[src/rtl/mem_bus_arbiter.sv]
`timescale 1ns/1ps
`default_nettype none
//============================================================================
// Module      : mem_bus_arbiter
// Description : Shares one external memory bus between the instruction-fetch
//               port and the data-access port. Grants one requester at a
//               time, registers the bus command, waits for the active-low
//               acknowledge, and returns registered read data with a
//               one-cycle valid pulse plus combinational stalls.
// Options     : `define MEM_BUS_ARB_TIMEOUT_EN builds an abort counter that
//               ends a transaction after TIMEOUT_CYCLES cycles without ack.
// Revision    : 1.0 - initial release
//============================================================================
module mem_bus_arbiter #(
   parameter int TIMEOUT_CYCLES = 16
) (
   input  logic        clk,
   input  logic        reset_x,
   // fetch port
   input  logic        i_iReq,
   input  logic [31:0] i_iAddr,
   output logic [31:0] o_iData,
   output logic        o_iValid,
   output logic        o_iStall,
   // data port
   input  logic        i_dReq,
   input  logic        i_dWrite,
   input  logic [1:0]  i_dSize,
   input  logic [31:0] i_dAddr,
   input  logic [31:0] i_dWData,
   output logic [31:0] o_dRData,
   output logic        o_dValid,
   output logic        o_dStall,
   // memory bus
   output logic        o_memReq,
   output logic        o_memWrite,
   output logic [1:0]  o_memSize,
   output logic [31:0] o_memAddr,
   output logic [31:0] o_memWData,
   input  logic [31:0] i_memRData,
   input  logic        i_ack_n,
   // abort reporting
   output logic        o_busErr,
   output logic        o_errIsData
);

   localparam logic [1:0] c_size_word = 2'b10;

   typedef enum logic [1:0] {
      ST_IDLE = 2'd0,
      ST_IBUS = 2'd1,
      ST_DBUS = 2'd2
   } state_t;

   state_t r_state;
   state_t w_state_nxt;
   logic   r_last_grant_d;   // 1 = last finished transaction was data
   logic   w_grant_i;
   logic   w_grant_d;
   logic   w_done;
   logic   w_abort;
   logic   w_ack;
   logic   w_i_elig;
   logic   w_d_elig;

   // A zero-length timeout is meaningless; reject it at elaboration.
   if (TIMEOUT_CYCLES < 1) begin : g_timeout_check
      $error("mem_bus_arbiter: TIMEOUT_CYCLES must be at least 1");
   end

   assign w_ack = ~i_ack_n;

   // A port stalls while it asks and has neither its data nor its abort yet.
   assign o_iStall = i_iReq & ~o_iValid & ~(o_busErr & ~o_errIsData);
   assign o_dStall = i_dReq & ~o_dValid & ~(o_busErr &  o_errIsData);

   // During the valid/abort cycle the request line still carries the request
   // that just finished, so only a stalled port is a genuinely new request.
   assign w_i_elig = o_iStall;
   assign w_d_elig = o_dStall;

   // State register.
   always_ff @(posedge clk or negedge reset_x) begin
      if (!reset_x) begin
         r_state <= ST_IDLE;
      end else begin
         r_state <= w_state_nxt;
      end
   end

   // Arbitration and next-state: data wins unless data went last.
   always_comb begin
      w_state_nxt = r_state;
      w_grant_i   = 1'b0;
      w_grant_d   = 1'b0;
      w_done      = 1'b0;
      case (r_state)
         ST_IDLE: begin
            if (w_d_elig && (!w_i_elig || !r_last_grant_d)) begin
               w_grant_d = 1'b1;
            end else if (w_i_elig) begin
               w_grant_i = 1'b1;
            end
         end
         ST_IBUS: begin
            if (w_ack) begin
               w_done    = 1'b1;
               w_grant_d = w_d_elig;
            end
         end
         ST_DBUS: begin
            if (w_ack) begin
               w_done    = 1'b1;
               w_grant_i = w_i_elig;
            end
         end
         default: w_state_nxt = ST_IDLE;
      endcase
      if (w_grant_d) begin
         w_state_nxt = ST_DBUS;
      end else if (w_grant_i) begin
         w_state_nxt = ST_IBUS;
      end else if (w_done || w_abort) begin
         w_state_nxt = ST_IDLE;
      end
   end

   // Bus command registers: loaded on grant, held until the transaction ends.
   always_ff @(posedge clk or negedge reset_x) begin
      if (!reset_x) begin
         o_memReq   <= 1'b0;
         o_memWrite <= 1'b0;
         o_memSize  <= 2'b00;
         o_memAddr  <= 32'h0;
         o_memWData <= 32'h0;
      end else begin
         o_memReq <= (w_state_nxt != ST_IDLE);
         if (w_grant_d) begin
            o_memWrite <= i_dWrite;
            o_memSize  <= i_dSize;
            o_memAddr  <= i_dAddr;
            o_memWData <= i_dWData;
         end else if (w_grant_i) begin
            o_memWrite <= 1'b0;
            o_memSize  <= c_size_word;
            o_memAddr  <= i_iAddr;
         end
      end
   end

   // Read data capture and valid pulses; a withdrawn request gets no pulse.
   always_ff @(posedge clk or negedge reset_x) begin
      if (!reset_x) begin
         o_iData  <= 32'h0;
         o_dRData <= 32'h0;
         o_iValid <= 1'b0;
         o_dValid <= 1'b0;
      end else begin
         o_iValid <= w_done && (r_state == ST_IBUS) && i_iReq;
         o_dValid <= w_done && (r_state == ST_DBUS) && i_dReq;
         if (w_done && (r_state == ST_IBUS)) begin
            o_iData <= i_memRData;
         end
         if (w_done && (r_state == ST_DBUS)) begin
            o_dRData <= i_memRData;
         end
      end
   end

   // Remember who finished last for the alternation rule.
   always_ff @(posedge clk or negedge reset_x) begin
      if (!reset_x) begin
         r_last_grant_d <= 1'b0;
      end else if (w_done || w_abort) begin
         r_last_grant_d <= (r_state == ST_DBUS);
      end
   end

`ifdef MEM_BUS_ARB_TIMEOUT_EN
   localparam int c_cnt_w = (TIMEOUT_CYCLES > 2) ? $clog2(TIMEOUT_CYCLES) : 1;

   logic [c_cnt_w-1:0] r_to_cnt;

   assign w_abort = (r_state != ST_IDLE) && !w_ack &&
                    (r_to_cnt == c_cnt_w'(TIMEOUT_CYCLES - 1));

   // Cycles spent waiting for ack in the current transaction.
   always_ff @(posedge clk or negedge reset_x) begin
      if (!reset_x) begin
         r_to_cnt <= '0;
      end else if (w_grant_i || w_grant_d) begin
         r_to_cnt <= '0;
      end else if ((r_state != ST_IDLE) && !w_ack) begin
         r_to_cnt <= r_to_cnt + c_cnt_w'(1);
      end
   end

   // One-cycle abort report tagged with the owning port.
   always_ff @(posedge clk or negedge reset_x) begin
      if (!reset_x) begin
         o_busErr    <= 1'b0;
         o_errIsData <= 1'b0;
      end else begin
         o_busErr    <= w_abort;
         o_errIsData <= w_abort && (r_state == ST_DBUS);
      end
   end
`else
   assign w_abort     = 1'b0;
   assign o_busErr    = 1'b0;
   assign o_errIsData = 1'b0;
`endif

endmodule
`default_nettype wire

[config.mk]
export PLATFORM = sky130hd
export DESIGN_NAME = mem_bus_arbiter
export DESIGN_NICKNAME = d
export VERILOG_FILES = /design/src/rtl/mem_bus_arbiter.sv
export SDC_FILE = /design/constraint.sdc
export NUM_CORES = 1
export LEC_CHECK = 0
export ABC_AREA = 1
export BUFFER_PORTS_ARGS = -buffer_cell sky130_fd_sc_hd__buf_2
export CAP_MARGIN = 20
export CORE_MARGIN = 1
export CORE_UTILIZATION = 42
export DETAILED_ROUTE_END_ITERATION = 7
export PLACE_DENSITY = 0.86
export SYNTH_ARGS = -nofsm -noshare
export SYNTH_HDL_FRONTEND = slang
export SYNTH_SLANG_ARGS = --single-unit
[constraint.sdc]
create_clock -name clk -period 1.55 [get_ports clk]
set_clock_uncertainty 0.2 [all_clocks]
set_input_delay 0.31 -clock clk [delete_from_list [all_inputs] [get_ports clk]]
set_output_delay 0.31 -clock clk [all_outputs]
set_load 0.03 [all_outputs]
## Word level (Yosys, flattened, before mapping)

Index checks and enable logic that the tools add are counted.

| operators by class | value |
|---|---|
| multiplexer cells | 19 |
| reduce and logical (&&, ||, !) cells | 13 |
| bitwise operators | 4 |
| equality and inequality tests | 2 |

Operators by type and width:

| cell | count |
|---|---|
| 32-bit 2-to-1 mux | 2 |
| 2-bit 2-to-1 mux | 6 |
| 1-bit 2-to-1 mux | 9 |
| 1-bit logical AND | 5 |
| 1-bit case mux with 2 select lines | 2 |
| 2-bit nonzero test | 2 |
| 3-bit OR reduction | 1 |
| 1-bit AND | 2 |
| 2-bit by 1-bit equality test with 1-bit output, second input constant | 1 |
| 2-bit equality test, second input constant | 1 |
| 1-bit logical NOT | 2 |
| 2-bit logical NOT | 1 |
| 1-bit NOT | 2 |
| 2-bit OR reduction | 1 |
| 1-bit logical OR | 1 |

| word-level totals | value |
|---|---|
| output and inout port bits | 138 |
| input bits | 136 |
| word-level logic and storage cells | 49 |
| bits in registers | 137 |

## Longest topological paths before layout

Gate-level depths: netlist of the first run.

| logic depth | value |
|---|---|
| depth after elaboration | 10 |
| depth in mapped cells | 9 |

## Worst setup path before layout of the first run

Ideal clock, no wire load.

| timing path | value |
|---|---|
| kind | register -> register |
| from | reg o_iValid |
| to | reg o_memAddr[10] |
| data arrival time | 1479 ps |
| setup slack | -195 ps |
| library setup time | 66 ps |
| stages on the path, launching flop included | 7 |
| cells stage by stage | dfrtp_1 nor2_2 nand3_1 nand3_2 buf_4 nand2_1 nand2_1 |

| between the ends | value |
|---|---|
| word-level cells in the longest chain between the ends | 8 |
| elaborated cells between the ends (all ways) | 13 |

Ends and longest elaborated chain:

| item | line | text |
|---|---|---|
| start, declared | 23 | `output logic o_iValid,` |
| start signal, assigned | 159 | `o_iValid <= w_done && (r_state == ST_IBUS) && i_iReq;` |
| 1-bit NOT (*) | 74 | `assign o_iStall = i_iReq & ~o_iValid & ~(o_busErr & ~o_errIsData);` |
| 1-bit AND (*) | 74 |  |
| net o_iStall | 24 | `output logic o_iStall,` |
| 1-bit logical NOT | 99 | `if (w_d_elig && (!w_i_elig \|\| !r_last_grant_d)) begin` |
| 1-bit logical OR | 99 |  |
| 1-bit logical AND | 99 |  |
| 1-bit 2-to-1 mux | 99 |  |
| 1-bit case mux with 2 select lines | 97 | `case (r_state)` |
| 32-bit 2-to-1 mux or 2-bit nonzero test (tied branches) | -- |  |
| end signal, assigned | 141 | `o_memAddr <= i_dAddr;` |
| end signal, assigned | 146 | `o_memAddr <= i_iAddr;` |
| end, declared | 38 | `output logic [31:0] o_memAddr,` |

The timed path passes the listed nets; every way through them passes the cells marked *.
A chain may end at the register's enable or synchronous reset.

## Final worst setup path of the first run

| timing path | value |
|---|---|
| from | reg r_state[0] |
| to | reg o_dRData[30] |

| between the ends | value |
|---|---|
| word-level cells in the longest chain between the ends | 4 |
| elaborated cells between the ends (all ways) | 5 |

Ends and longest elaborated chain:

| item | line | text |
|---|---|---|
| start, declared | 55 | `state_t r_state;` |
| start signal, assigned | 87 | `r_state <= w_state_nxt;` |
| 2-bit by 1-bit equality test with 1-bit output or 2-bit equality test (tied branches) | 97, 164 |  |
| 2-bit OR reduction (no line) | -- |  |
| 1-bit 2-to-1 mux | -- |  |
| 1-bit logical AND (*) | 164 | `if (w_done && (r_state == ST_DBUS)) begin` |
| end signal, assigned | 165 | `o_dRData <= i_memRData;` |
| end, declared | 31 | `output logic [31:0] o_dRData,` |

Every way passes the cells marked *; elsewhere a longest branch is shown, timed or not.

==> summary.txt, run 1 <==
io pins = 274
FMAX = 0.5661 GHz
GRT Residual Overflow = 0
Final Power = 22.23 mW
vias post-DR = 6710
Vias per Instance = 5.279
synth warn = 0
Final Core Density = 75.06%
worst-skew pair later-pin latency = 420 ps
die height = 119.8 um
Iteration-0 DRC Markers = 579
most frequent cell after synthesis = nand2_1
critical path class = register to register
cts bufs inserted = 17
Avg Inst Size Synth = 8.533 um^2
Setup crit start kind = register
Yosys reg bits = 137
number of synthesized flops with an enable pin = 0
sequential area share after synthesis = 58.82%
CP arrival = 1880 ps
outcome = finished with violations
max-slew violations = 0
core area = 13400 um^2
Routed Antenna Nets = 0
max-cap violations = 0
Crit. End Element = register
failing checks = negative setup slack
Async S/R FF share, synth = 100.0%
area delta synth->final = 72.58%
hold slack = 14.33 ps
RSZ-0062 raised after global routing = yes
Post-synth top cells = 310 x nand2_1, 137 x dfrtp_1, 71 x nand3_1
Seq. cell area = 3435 um^2
top post-synthesis cells by area = dfrtp_1 59%, nand2_1 20%, nand3_1 6.1%
post-synthesis cell area = 5828 um^2
final period utilization = 114.0%
Worst Reg-to-Reg Cells = 8
Worst VDD drop = 1.325 mV
vias in the first global route = 6492
Starting Density = 43.49%
pin count of the biggest net entering global routing = 45
Leak = 5.520 nW
number of port buffers = 271
Yosys cell types = 20
H-tree depth = 4
Placed Instances = 1119
first-pass GRT wire length = 32200 um
WHS Path Cells = 5
Max FO, Critical Path = 6
Setup TNS = -16570 ps
routed len/inst = 18.08 um
Synth top area share = 58.82%
Ant. Diodes = 0
crit path time final = 1767 ps
root buf cell = clkbuf_16
row cnt = 42
Final #Nets = 1223
fin cells = 1271
setup ws final = -216.6 ps
chip width = 119.8 um
global-route usage over all layers = 29.37%
CTS tree = built
router iterations before antenna repair = 8
area taken by multi-input logic gates = 2407 um^2
count of final hold-check violations = 0
Yosys top cell by area = dfrtp_1
GP Congestion = 0.8335
clock transition at the registers of the reported paths = 60 ps
drt drc = 0
PD cells = 2211 nW/um^2
antenna violations before repair = 0
Hold Crit Class = input port to register
WL final = 22980 um
synthesized instance count = 683
HPWL Detailed = 11480 um
share of cells above drive strength 1 = 40.37%
final setup vio count = 149
fill count = 855
Post-synth top flop = dfrtp_1
DIE AREA = 14350 um^2
worst-case clock buffer depth = 2
CP required = 1660 ps
CTS sink cnt = 137
## logic make-up after synthesis
kind of cell             count (synthesis)  share of synthesized area, %
AO/OA/AOI/OAI                           66                         5.711
adder cells (fa/ha/maj)                  5                         1.073
buffers and inverters                   82                         6.891
flip-flops                             137                         58.82
other                                    1                       0.06434
AND/OR/NAND/NOR                        392                         27.44
## routing by layer
layer	track usage [%]	vias up	routed length, um
li1	-	2955	-
met4	21.09	0	1372
met2	49.53	437	11800
met1	32.31	3199	8159
met5	0	-	0
met3	7.224	119	1648
## sequential cells by signal, indices dropped and copies added, names as in the netlist
register / flops
o_dRData: 32
o_dValid: 1
o_iData: 32
o_iValid: 1
o_memAddr: 32
o_memReq: 1
o_memSize: 2
o_memWData: 32
o_memWrite: 1
r_last_grant_d: 1
r_state: 2
## through the flow
step                      worst slack, ps  cell area [um^2]
after global placement             -108.3              7585
after global routing               -249.7             10060
after detailed placement           -168.8              7585
final                              -216.6             10060
after CTS                          -180.7              9527
after floorplan                    -91.21              5877
## critical path, cell delays in order (launching register included)
cell	delay (ps)
dfrtp_2	460
inv_4	100
buf_12	100
ha_4	150
nand3_4	150
buf_8	200
clkbuf_16	160
nand2_2	70
o21ai_2	50
## power by group
| group | switching [mW] | internal, mW | total, mW |
|---|---|---|---|
| Clock | 1.60 | 2.43 | 4.03 |
| Sequential | 1.16 | 5.28 | 6.44 |
| Combinational | 7.65 | 4.10 | 11.8 |
## placed cells by master (no fill, tap or decap), types with 17 or more instances in the layout
master / Yosys / layout
nand2_1: 310 / 273
buf_2: 18 / 259
dfrtp_1: 137 / 132
dlygate4sd3_1: 0 / 93
nand3_1: 71 / 65
inv_1: 37 / 35
o21ai_1: 0 / 27
clkbuf_16: 0 / 25
nand2_4: 0 / 20
o21ai_2: 0 / 19
buf_6: 4 / 19
nand2_2: 3 / 18
o21ai_0: 65 / 18
buf_12: 0 / 18
buf_4: 11 / 17
## cell type report
class / count / area share, %
Sequential cell: 137 / 34.15
Timing Repair Buffer: 421 / 32.38
Multi-Input combinational cell: 465 / 23.93
Clock buffer: 20 / 4.441
Tap cell: 176 / 2.189
Inverter: 40 / 1.518
Clock inverter: 12 / 1.393
## repair_timing
action | in CTS | in global routing
hold endpoints to repair | 258 | 0
buffers inserted | 9 | 8
pin swaps | 7 | 7
hold buffers | 93 | 0
endpoints found under the setup margin | 106 | 147
gates resized for setup | 81 | 113
gates cloned | 6 | 9
## path summary, 6_finish.rpt
path                                    start             end  slack [ps]
worst max-delay path               r_state[0]    o_dRData[30]        -220
worst min-delay path              i_dAddr[28]   o_memAddr[28]          10
worst max register to register     r_state[0]    o_dRData[30]        -220
worst min register to register  o_memWData[1]   o_memWData[1]         270
max in group asynchronous             reset_x  o_memWData[12]         450
min in group asynchronous             reset_x     o_iData[11]         150
Note: power is estimated with default switching activity, not from simulation.
==> inputs of run 2 (changes only) <==
--- a/config.mk
+++ b/config.mk
@@ -9,9 +9,9 @@
 export BUFFER_PORTS_ARGS = -buffer_cell sky130_fd_sc_hd__buf_2
 export CAP_MARGIN = 20
 export CORE_MARGIN = 1
-export CORE_UTILIZATION = 42
+export CORE_UTILIZATION = 40
 export DETAILED_ROUTE_END_ITERATION = 7
-export PLACE_DENSITY = 0.86
+export PLACE_DENSITY = 0.83
 export SYNTH_ARGS = -nofsm -noshare
 export SYNTH_HDL_FRONTEND = slang
 export SYNTH_SLANG_ARGS = --single-unit
==> run 2 against run 1 <==
Effect of this change:
- the run ends with negative hold slack, negative setup slack left
- final cell count is 0.94% higher
- flip-flop and latch count unchanged
- maximum frequency barely moved
- global-route usage down 4.8 points
- critical path depth is the same
- sequential power is 3% lower
- worst setup slack about the same
- clock power grew 8.2%
- first-iteration DRC count down 20%
- critical path type unchanged
- largest cell class unchanged
==> summary.txt, run 2 (synthesis results as in run 1) <==
final period utilization = 114.0%
Setup crit start kind = register
router iterations before antenna repair = 5
Worst Hold Launch = i_memRData[6]
final setup vio count = 105
chip width = 122.7 um
vias post-DR = 6476
Crit. End Element = register
Leak = 5.603 nW
CTS sink cnt = 137
commonest cells after routing, fill and taps aside = 267 x buf_2, 263 x nand2_1, 135 x dfrtp_1, 87 x dlygate4sd3_1, 67 x nand3_1
core area = 14040 um^2
Iteration-0 DRC Markers = 466
worst reg2reg startpoint = r_state[0]
cts bufs inserted = 17
Critical Path, Cell by Cell = inv_4, ha_4, o21a_1, nand2_4, nand3_4, clkbuf_16, nand2_1, nand2_1
DIE AREA = 15060 um^2
Top delay family on crit path = flip-flops
antenna violations before repair = 1
setup ws final = -216.4 ps
Hold Crit Class = input port to register
Starting Density = 41.50%
Max stage delay on crit path = 420 ps
max-cap violations = 0
worst-case clock buffer depth = 2
max-slew violations = 0
number of port buffers = 271
hold slack = -1.190 ps
Design Area, Final = 10040 um^2
clock transition at the registers of the reported paths = 60 ps
CP required = 1650 ps
global-route usage over all layers = 24.61%
die height = 122.7 um
Setup TNS = -11980 ps
count of final hold-check violations = 1
Max FO, Critical Path = 7
RSZ-0062 raised after global routing = yes
wl on met1 = 7898 um
drt drc = 0
root buf cell = clkbuf_16
critical path class = register to register
FMAX = 0.5661 GHz
most frequent CP cell = nand2_1
met3 WL = 1228 um
CTS tree = built
met2 WL post-DR = 11240 um
H-tree depth = 4
commonest non-fill, non-tap cell in the layout = buf_2
routed len/inst = 16.57 um
io pins = 274
Vias per Instance = 5.048
slowest stage cell, crit path = dfrtp_2
CP Launch Point = r_state[0]
share of cells above drive strength 1 = 41.02%
Final #Nets = 1231
CP arrival = 1860 ps
worst-skew pair later-pin latency = 400 ps
top routing layer in use = met4
vias in the first global route = 5799
HPWL Detailed = 11270 um
pin count of the biggest net entering global routing = 54
WL final = 21270 um
Final Power = 22.37 mW
crit path time final = 1766 ps
first-pass GRT wire length = 28120 um
GRT Residual Overflow = 0
DP Area = 7610 um^2
Worst VDD drop = 1.476 mV
area delta synth->final = 72.26%
Buf/Inv on CP = 2
GP Congestion = 0.8278
row cnt = 43
Placed Instances = 1129
Routed Antenna Nets = 0
fin cells = 1283
outcome = finished with violations
PD cells = 2228 nW/um^2
failing checks = negative hold slack, negative setup slack
[run 2: cell count changes in the layout (fill, tap and decap cells not counted), sizes merged]
cell,before,now
buf,318,329
bufinv,2,5
clkbuf,30,31
clkinv,7,5
clkinvlp,0,3
diode,0,1
dlygate4sd3,93,87
inv,43,40
[run 2: worst register-to-register path, cell delays in order, from the launching register on]
cell and delay (ps):
dfrtp_2 420, inv_4 60, ha_4 170, o21a_1 210
nand2_4 120, nand3_4 160, clkbuf_16 220, nand2_1 60
nand2_1 50
[run 2: worst paths after layout]
kind | end | slack [ps] | cells past startpoint
max | o_memAddr[3] | -220 | 8
min | o_dRData[6] | -1 | 3
max in group asynchronous | o_memAddr[12] | 450 | 3
max reg2reg | o_memAddr[3] | -220 | 8
min reg2reg | o_memWData[15] | 270 | 2
min in group asynchronous | o_iData[9] | 190 | 2
[run 2: final cells by class]
type	count	area, um^2
clock inverter	13	201.4
fill	968	4003
antenna	1	2.502
multi-input combinational	465	2326
timing repair buffer	429	3262
tap	180	225.2
sequential	137	3431
inverter	40	152.6
clock buffer	18	439.2
[run 2: metal layers]
layer	GRT usage, %	up-vias
met5	0	-
met4	10.98	0
met3	5.112	80
met2	43.75	334
met1	28.38	3100
li1	-	2962
[run 2: through the flow]
step / worst slack (ps) / util (%)
after floorplan: -91.21 / -
after global placement: -129.1 / 54.19
after detailed placement: -178.1 / 54.19
after CTS: -216.4 / 66.24
after global routing: -280.0 / 71.50
final: -216.4 / 71.50
[run 2: report_power, final]
| group | leakage, nW | total [mW] | switching, mW | internal [mW] |
|---|---|---|---|---|
| registers | 1.69 | 6.25 | 0.975 | 5.28 |
| clock network | 0.308 | 4.36 | 1.48 | 2.88 |
| logic | 3.60 | 11.8 | 7.67 | 4.09 |
| total | 5.60 | 22.4 | 10.1 | 12.2 |
[run 2: repair_timing]
action / 4_1_cts / 5_1_grt
pin swaps: 3 / 11
hold buffers: 86 / 1
resized for setup: 36 / 121
setup endpoints to repair: 102 / 139
buffers inserted: 7 / 9
endpoints found under the hold margin: 250 / 1
gates cloned: 2 / 19
